**src/rtl/reg_scoreboard_pkg.sv**
```systemverilog
// rtl/reg_scoreboard_pkg.sv - shared register-file sizing for the scoreboard
package reg_scoreboard_pkg;
  localparam int NREG  = 32;
  localparam int AW    = 5;
  localparam int CNT_W = 2;
  localparam logic [AW-1:0] REG_ZERO = '0;
endpackage

```
**src/rtl/reg_scoreboard_if.sv**
```systemverilog
// rtl/reg_scoreboard_if.sv - issue/writeback/status bundle for the scoreboard
interface reg_scoreboard_if;
  import reg_scoreboard_pkg::*;

  logic            issue_valid;
  logic            issue_ready;
  logic [AW-1:0]   issue_rj;
  logic            issue_rj_en;
  logic [AW-1:0]   issue_rk;
  logic            issue_rk_en;
  logic [AW-1:0]   issue_rd;
  logic            issue_rd_en;
  logic            wb_valid;
  logic [AW-1:0]   wb_rd;
  logic            flush;
  logic [NREG-1:0] busy_vec;
  logic            stall;
  logic            err;

  // Issue stage / writeback side drives requests and observes status.
  modport master (
    output issue_valid, issue_rj, issue_rj_en, issue_rk, issue_rk_en,
           issue_rd, issue_rd_en, wb_valid, wb_rd, flush,
    input  issue_ready, busy_vec, stall, err
  );

  // Scoreboard side.
  modport slave (
    input  issue_valid, issue_rj, issue_rj_en, issue_rk, issue_rk_en,
           issue_rd, issue_rd_en, wb_valid, wb_rd, flush,
    output issue_ready, busy_vec, stall, err
  );
endinterface

```
**src/rtl/reg_scoreboard_cnt.sv**
```systemverilog
// rtl/reg_scoreboard_cnt.sv - per-register pending-write up/down counter
module sb_counter #(
  parameter int CNT_W = 2
) (
  input  logic             clk,
  input  logic             rst,
  input  logic             i_inc,
  input  logic             i_dec,
  input  logic             i_clr,
  output logic [CNT_W-1:0] o_cnt
);
  logic [CNT_W-1:0] r_cnt;

  // Clear wins over inc/dec; inc and dec together cancel. Callers guarantee
  // no overflow (issue gating) and no underflow (dec gated on nonzero).
  always_ff @(posedge clk) begin
    if (rst || i_clr)
      r_cnt <= '0;
    else if (i_inc && !i_dec)
      r_cnt <= r_cnt + {{(CNT_W-1){1'b0}}, 1'b1};
    else if (i_dec && !i_inc)
      r_cnt <= r_cnt - {{(CNT_W-1){1'b0}}, 1'b1};
  end

  assign o_cnt = r_cnt;
endmodule

```
**src/rtl/reg_scoreboard_dec.sv**
```systemverilog
// rtl/reg_scoreboard_dec.sv - 5->32 one-hot register address decoder
module decoder_5_32 (
  input  logic [4:0]  i_addr,
  input  logic        i_en,
  output logic [31:0] o_onehot
);
  // All-zero output when disabled so callers can AND it straight into masks.
  always_comb begin
    o_onehot = '0;
    if (i_en) o_onehot = 32'd1 << i_addr;
  end
endmodule

```
**src/rtl/reg_scoreboard.sv**
```systemverilog
// rtl/reg_scoreboard.sv - in-flight register write tracker producing stall/busy
module reg_scoreboard
  import reg_scoreboard_pkg::*;
#(
  parameter int SB_CNT_W = CNT_W
) (
  input  logic          clk,
  input  logic          rst,
  reg_scoreboard_if.slave sb
);
  localparam logic [SB_CNT_W-1:0] LP_MAX = '1;

  logic [NREG-1:0]     w_rd_oh;
  logic [NREG-1:0]     w_wb_oh;
  logic [NREG-1:0]     w_rj_oh;
  logic [SB_CNT_W-1:0] w_cnt     [NREG];
  logic [SB_CNT_W-1:0] w_eff_cnt [NREG];
  logic [NREG-1:0]     w_dec;
  logic [NREG-1:0]     w_eff_nz;
  logic [NREG-1:0]     w_eff_max;
  logic [NREG-1:0]     w_busy;
  logic                w_hazard;
  logic                w_full;
  logic                w_ready;
  logic                w_fire;
  logic                w_wb_err;
  logic                r_err;

  // rd decode is not gated by fire: ready depends on it, fire depends on ready.
  decoder_5_32 u_dec_rd (.i_addr(sb.issue_rd), .i_en(sb.issue_rd_en), .o_onehot(w_rd_oh));
  decoder_5_32 u_dec_wb (.i_addr(sb.wb_rd),    .i_en(sb.wb_valid),    .o_onehot(w_wb_oh));
  decoder_5_32 u_dec_rj (.i_addr(sb.issue_rj), .i_en(sb.issue_rj_en), .o_onehot(w_rj_oh));

  genvar g;
  generate
    for (g = 0; g < NREG; g++) begin : g_reg
      if (g == 0) begin : g_zero
        assign w_cnt[g] = '0;
      end else begin : g_cnt
        sb_counter #(.CNT_W(SB_CNT_W)) u_cnt (
          .clk   (clk),
          .rst   (rst),
          .i_inc (w_rd_oh[g] & w_fire),
          .i_dec (w_dec[g]),
          .i_clr (sb.flush),
          .o_cnt (w_cnt[g])
        );
      end
      // A same-cycle writeback already frees its slot for the issue checks.
      assign w_dec[g]     = w_wb_oh[g] & (w_cnt[g] != '0);
      assign w_eff_cnt[g] = w_cnt[g] - {{(SB_CNT_W-1){1'b0}}, w_dec[g]};
      assign w_eff_nz[g]  = (w_eff_cnt[g] != '0);
      assign w_eff_max[g] = (w_eff_cnt[g] == LP_MAX);
      assign w_busy[g]    = (w_cnt[g] != '0);
    end
  endgenerate

  // r0 never has a count, so its lookups are always clear.
  assign w_hazard = (|(w_rj_oh & w_eff_nz)) |
                    (sb.issue_rk_en & (sb.issue_rk != REG_ZERO) & w_eff_nz[sb.issue_rk]);
  assign w_full   = |(w_rd_oh & w_eff_max);
  assign w_ready  = ~sb.flush & ~w_hazard & ~w_full;
  assign w_fire   = sb.issue_valid & w_ready;

  // Writeback to an idle non-zero register is a protocol error.
  assign w_wb_err = ~sb.flush & (|(w_wb_oh[NREG-1:1] & ~w_busy[NREG-1:1]));

  // Sticky error flag, cleared only by reset.
  always_ff @(posedge clk) begin
    if (rst)
      r_err <= 1'b0;
    else if (w_wb_err)
      r_err <= 1'b1;
  end

  assign sb.issue_ready = w_ready;
  assign sb.stall       = sb.issue_valid & ~w_ready;
  assign sb.busy_vec    = w_busy;
  assign sb.err         = r_err;
endmodule
```
**src/flat_wrapper.sv**
```systemverilog
// flat-port wrapper written by rule: the top's interface ports become plain ports
module reg_scoreboard_flat import reg_scoreboard_pkg::*;
#(
  parameter int SB_CNT_W = CNT_W
)
  (clk, rst, sb_issue_valid, sb_issue_rj, sb_issue_rj_en, sb_issue_rk, sb_issue_rk_en, sb_issue_rd, sb_issue_rd_en, sb_wb_valid, sb_wb_rd, sb_flush, sb_issue_ready, sb_busy_vec, sb_stall, sb_err);
  reg_scoreboard_if sb_i ();
  input  logic clk;
  input  logic rst;
  input wire logic [$bits(sb_i.issue_valid)-1:0] sb_issue_valid;
  input wire logic [$bits(sb_i.issue_rj)-1:0] sb_issue_rj;
  input wire logic [$bits(sb_i.issue_rj_en)-1:0] sb_issue_rj_en;
  input wire logic [$bits(sb_i.issue_rk)-1:0] sb_issue_rk;
  input wire logic [$bits(sb_i.issue_rk_en)-1:0] sb_issue_rk_en;
  input wire logic [$bits(sb_i.issue_rd)-1:0] sb_issue_rd;
  input wire logic [$bits(sb_i.issue_rd_en)-1:0] sb_issue_rd_en;
  input wire logic [$bits(sb_i.wb_valid)-1:0] sb_wb_valid;
  input wire logic [$bits(sb_i.wb_rd)-1:0] sb_wb_rd;
  input wire logic [$bits(sb_i.flush)-1:0] sb_flush;
  output wire logic [$bits(sb_i.issue_ready)-1:0] sb_issue_ready;
  output wire logic [$bits(sb_i.busy_vec)-1:0] sb_busy_vec;
  output wire logic [$bits(sb_i.stall)-1:0] sb_stall;
  output wire logic [$bits(sb_i.err)-1:0] sb_err;
  assign sb_i.issue_valid = sb_issue_valid;
  assign sb_i.issue_rj = sb_issue_rj;
  assign sb_i.issue_rj_en = sb_issue_rj_en;
  assign sb_i.issue_rk = sb_issue_rk;
  assign sb_i.issue_rk_en = sb_issue_rk_en;
  assign sb_i.issue_rd = sb_issue_rd;
  assign sb_i.issue_rd_en = sb_issue_rd_en;
  assign sb_i.wb_valid = sb_wb_valid;
  assign sb_i.wb_rd = sb_wb_rd;
  assign sb_i.flush = sb_flush;
  assign sb_issue_ready = sb_i.issue_ready;
  assign sb_busy_vec = sb_i.busy_vec;
  assign sb_stall = sb_i.stall;
  assign sb_err = sb_i.err;
  reg_scoreboard #(.SB_CNT_W(SB_CNT_W)) u_core (.clk(clk), .rst(rst), .sb(sb_i));
endmodule
```
**config.mk**
```make
export PLATFORM = sky130hd
export DESIGN_NAME = reg_scoreboard_flat
export DESIGN_NICKNAME = d
export VERILOG_FILES = /design/src/rtl/reg_scoreboard_pkg.sv /design/src/rtl/reg_scoreboard_if.sv /design/src/rtl/reg_scoreboard_cnt.sv /design/src/rtl/reg_scoreboard_dec.sv /design/src/rtl/reg_scoreboard.sv /design/src/flat_wrapper.sv
export SDC_FILE = /design/constraint.sdc
export NUM_CORES = 1
export LEC_CHECK = 0
export ABC_CLOCK_PERIOD_IN_PS = 17000
export CAP_MARGIN = 20
export CORE_MARGIN = 2
export CORE_UTILIZATION = 25
export DETAILED_ROUTE_END_ITERATION = 7
export DONT_BUFFER_PORTS = 1
export HOLD_SLACK_MARGIN = 0.02
export SYNTH_ARGS = -nofsm -noshare
export SYNTH_HDL_FRONTEND = slang
export SYNTH_SLANG_ARGS = --single-unit
```
**constraint.sdc**
```tcl
create_clock -name clk -period 17 [get_ports clk]
set_input_delay 5.1 -clock clk [delete_from_list [all_inputs] [get_ports clk]]
set_output_delay 5.1 -clock clk [all_outputs]
set_load 0.1 [all_outputs]
```
==> qor.csv <==
metric,value,unit
outcome,"finished, final reports clean",
WS Path Type,in -> out,
DP HPWL,15.86,mm
placed instance count,1077,
vias per cell,5.128,
I/O pins,63,
vias in the first global route,5412,
FF-to-FF path depth,16,
worst hold path depth,2,
diode count,0,
"count leader, synth",inv_1,
"Primary FF master, synth",dfxtp_1,
Hold WS,0.5318,ns
gpl congestion,1.000,
Die X,162.1,µm
first-pass GRT wire length,31.40,mm
met1 Resource Use GR,0.1971,
ratio of cells with drive above 1 in the final layout,0.1167,
DR pass1 iterations,5,
Tcrit/Tclk final,0.8362,
Routed wire per std cell,18.37,µm
RR Endpoint,u_core.g_reg[2].g_cnt.u_cnt.o_cnt[1]$_SDFFE_PP0P_,
VDD IR max,0.04293,mV
Root Driver,clkbuf_16,
r2r startpoint,u_core.g_reg[16].g_cnt.u_cnt.o_cnt[0]$_SDFFE_PP0P_,
met3 usage,0.06129,
Synth-to-Final Area Change,9.475,%
post-route non-filler standard cell count,1095,
grt total ovfl,0,
CP endpoint kind,output pin,
DIE AREA,26270,µm²
Starting Density,0.2561,
R2R setup slack,12.33,ns
setup violators final,0,
Area contributors post-synth,"dfxtp_1 (20%), ha_1 (12%), xor2_1 (9.0%)",
Worst Path Max Fanout,17,
class of the worst hold path,reg -> reg,
Fmax,70.34,MHz
worst skew pair latency,0.35,ns
Tot Pwr,385.4,µW
register area share after synthesis,0.2019,
crit start category,input pin,
RSZ-0062 raised after global routing,no,
H-tree levels,3,
most frequent cells after synthesis,"inv_1 (85), nor2_1 (69), xor2_1 (64)",
cells after synthesis,785,
via count,5615,
WHS Endpoint,u_core.g_reg[28].g_cnt.u_cnt.o_cnt[1]$_SDFFE_PP0P_,
GRT Max-Usage Layer,met2,
met2 GRT Util,0.2453,
Yosys reg bits,63,
ANT nets after route,0,
multi-input logic area,4514,µm²
min Tclk post-route,14.22,ns
Nets,856,
Synth cell types,60,
largest net degree at the start of global routing,63,
Synth Cell Area,6246,µm²
worst hold start,u_core.g_reg[28].g_cnt.u_cnt.o_cnt[1]$_SDFFE_PP0P_,
synthesized area per cell,7.957,µm²
Final Skew,0.008097,ns
num rows,57,
number of max-cap violations,0,
Yosys top cell by area,dfxtp_1,
leakage power,2.840,nW
Post-synth EDFFs,0,
worst-margin pin slew,1.074,ns
Setup TNS,0,ns
Yosys top cell area share,0.2019,
Max Root-Sink Buffers,2,
clk sinks,63,
Filler cells,2648,
drt drc,0,
CP arrival,9.12,ns
total setup buffers inserted after CTS,0,
CTS tree,built,
"Reg clk slew, reported paths",0.05,ns
Core Area,24390,µm²
Final Hold Fails,0,
Worst Path Required,11.90,ns
CTS resizes,0,
Slew headroom,0.2834,
initial antenna violation count,1,
Die Ht,162.1,µm
pwr dens,56.36,nW/µm²
port bufs,0,
drt total wl,20.12,mm
GRT Total Usage,0.1566,
total CTS buffers,9,
Pins Over Slew Limit,0,
Seq. cell area,1261,µm²
Synth Warn #,0,
CTS Hold Bufs,0,
"FFs w/ async S/R, synth",0,
Starting DRT DRC Count,496,
syn nets,875,
## flip-flops by register name, indices dropped and copies added, names as in the netlist
name                        cells
u_core.g.g_cnt.u_cnt.o_cnt     62
u_core.sb.err                   1
## worst max-delay path: stages
cell	delay, ns
nor3_1	0.75
nand3_1	0.22
inv_1	0.11
ha_1	0.16
nand2b_1	0.09
a41o_1	0.25
nor4_1	0.24
o311ai_0	0.18
nor4_1	0.49
o21ai_4	0.31
buf_4	0.32
nor2_2	0.87
## power by group
group,total [mW],switching (mW),internal [mW]
logic,0.0383,0.0275,0.0109
registers,0.150,0.00163,0.148
clock network,0.197,0.0723,0.125
total,0.385,0.101,0.284
## cell families (layout without fill, tap and decap cells)
group | count (synthesis) | in the layout | synth area share
DFF | 63 | 63 | 0.2019
adders and majority gates | 62 | 62 | 0.1242
other | 1 | 1 | 0.0006004
muxes | 7 | 7 | 0.02644
buffers and inverters | 119 | 105 | 0.07692
AOI/OAI and AO/OA | 122 | 122 | 0.1196
and+or+nand+nor | 318 | 318 | 0.3199
xor gates and xnor gates | 93 | 93 | 0.1304
## how the worst max path moves through the flow
stage	from	end
final	sb_wb_rd[2]	sb_issue_ready
after global routing	sb_wb_valid	sb_issue_ready
after CTS	sb_wb_rd[1]	sb_issue_ready
after detailed placement	sb_wb_rd[1]	sb_issue_ready
after global placement	sb_wb_rd[1]	sb_issue_ready
after floorplan	sb_wb_rd[2]	sb_issue_ready
## placed cells by master (no fill, tap or decap), drive strengths merged, types with 26 or more instances in the layout
cell and count:
inv 85, nor2 69, nand2b 26, xor2 64, nand3 36, nor3 56
xnor2 29, ha 62, dfxtp 63, o21ai 38, a21oi 38, or3 34
## layer usage
| layer | vias up | routed length [µm] |
|---|---|---|
| li1 | 2689 | - |
| met1 | 2680 | 8666 |
| met2 | 221 | 8884 |
| met3 | 25 | 2167 |
| met4 | 0 | 398 |
| met5 | - | 0 |
## through the flow
stage	setup WS [ns]	utilization	area, µm²
floorplan	3.115	-	6246
global placement	2.780	0.2671	6515
detailed placement	2.789	0.2671	6515
CTS	2.773	0.2798	6825
global route	2.565	0.2803	6838
finish	2.784	0.2803	6838
## layout make-up
class | instances | share of cell area
Multi-Input combinational cell | 603 | 0.6602
Sequential cell | 63 | 0.1844
Tap cell | 324 | 0.05929
Inverter | 85 | 0.04666
Clock buffer | 13 | 0.03952
Clock inverter | 3 | 0.005855
Timing Repair Buffer | 4 | 0.004026
Power figures use the tool's default switching activity.
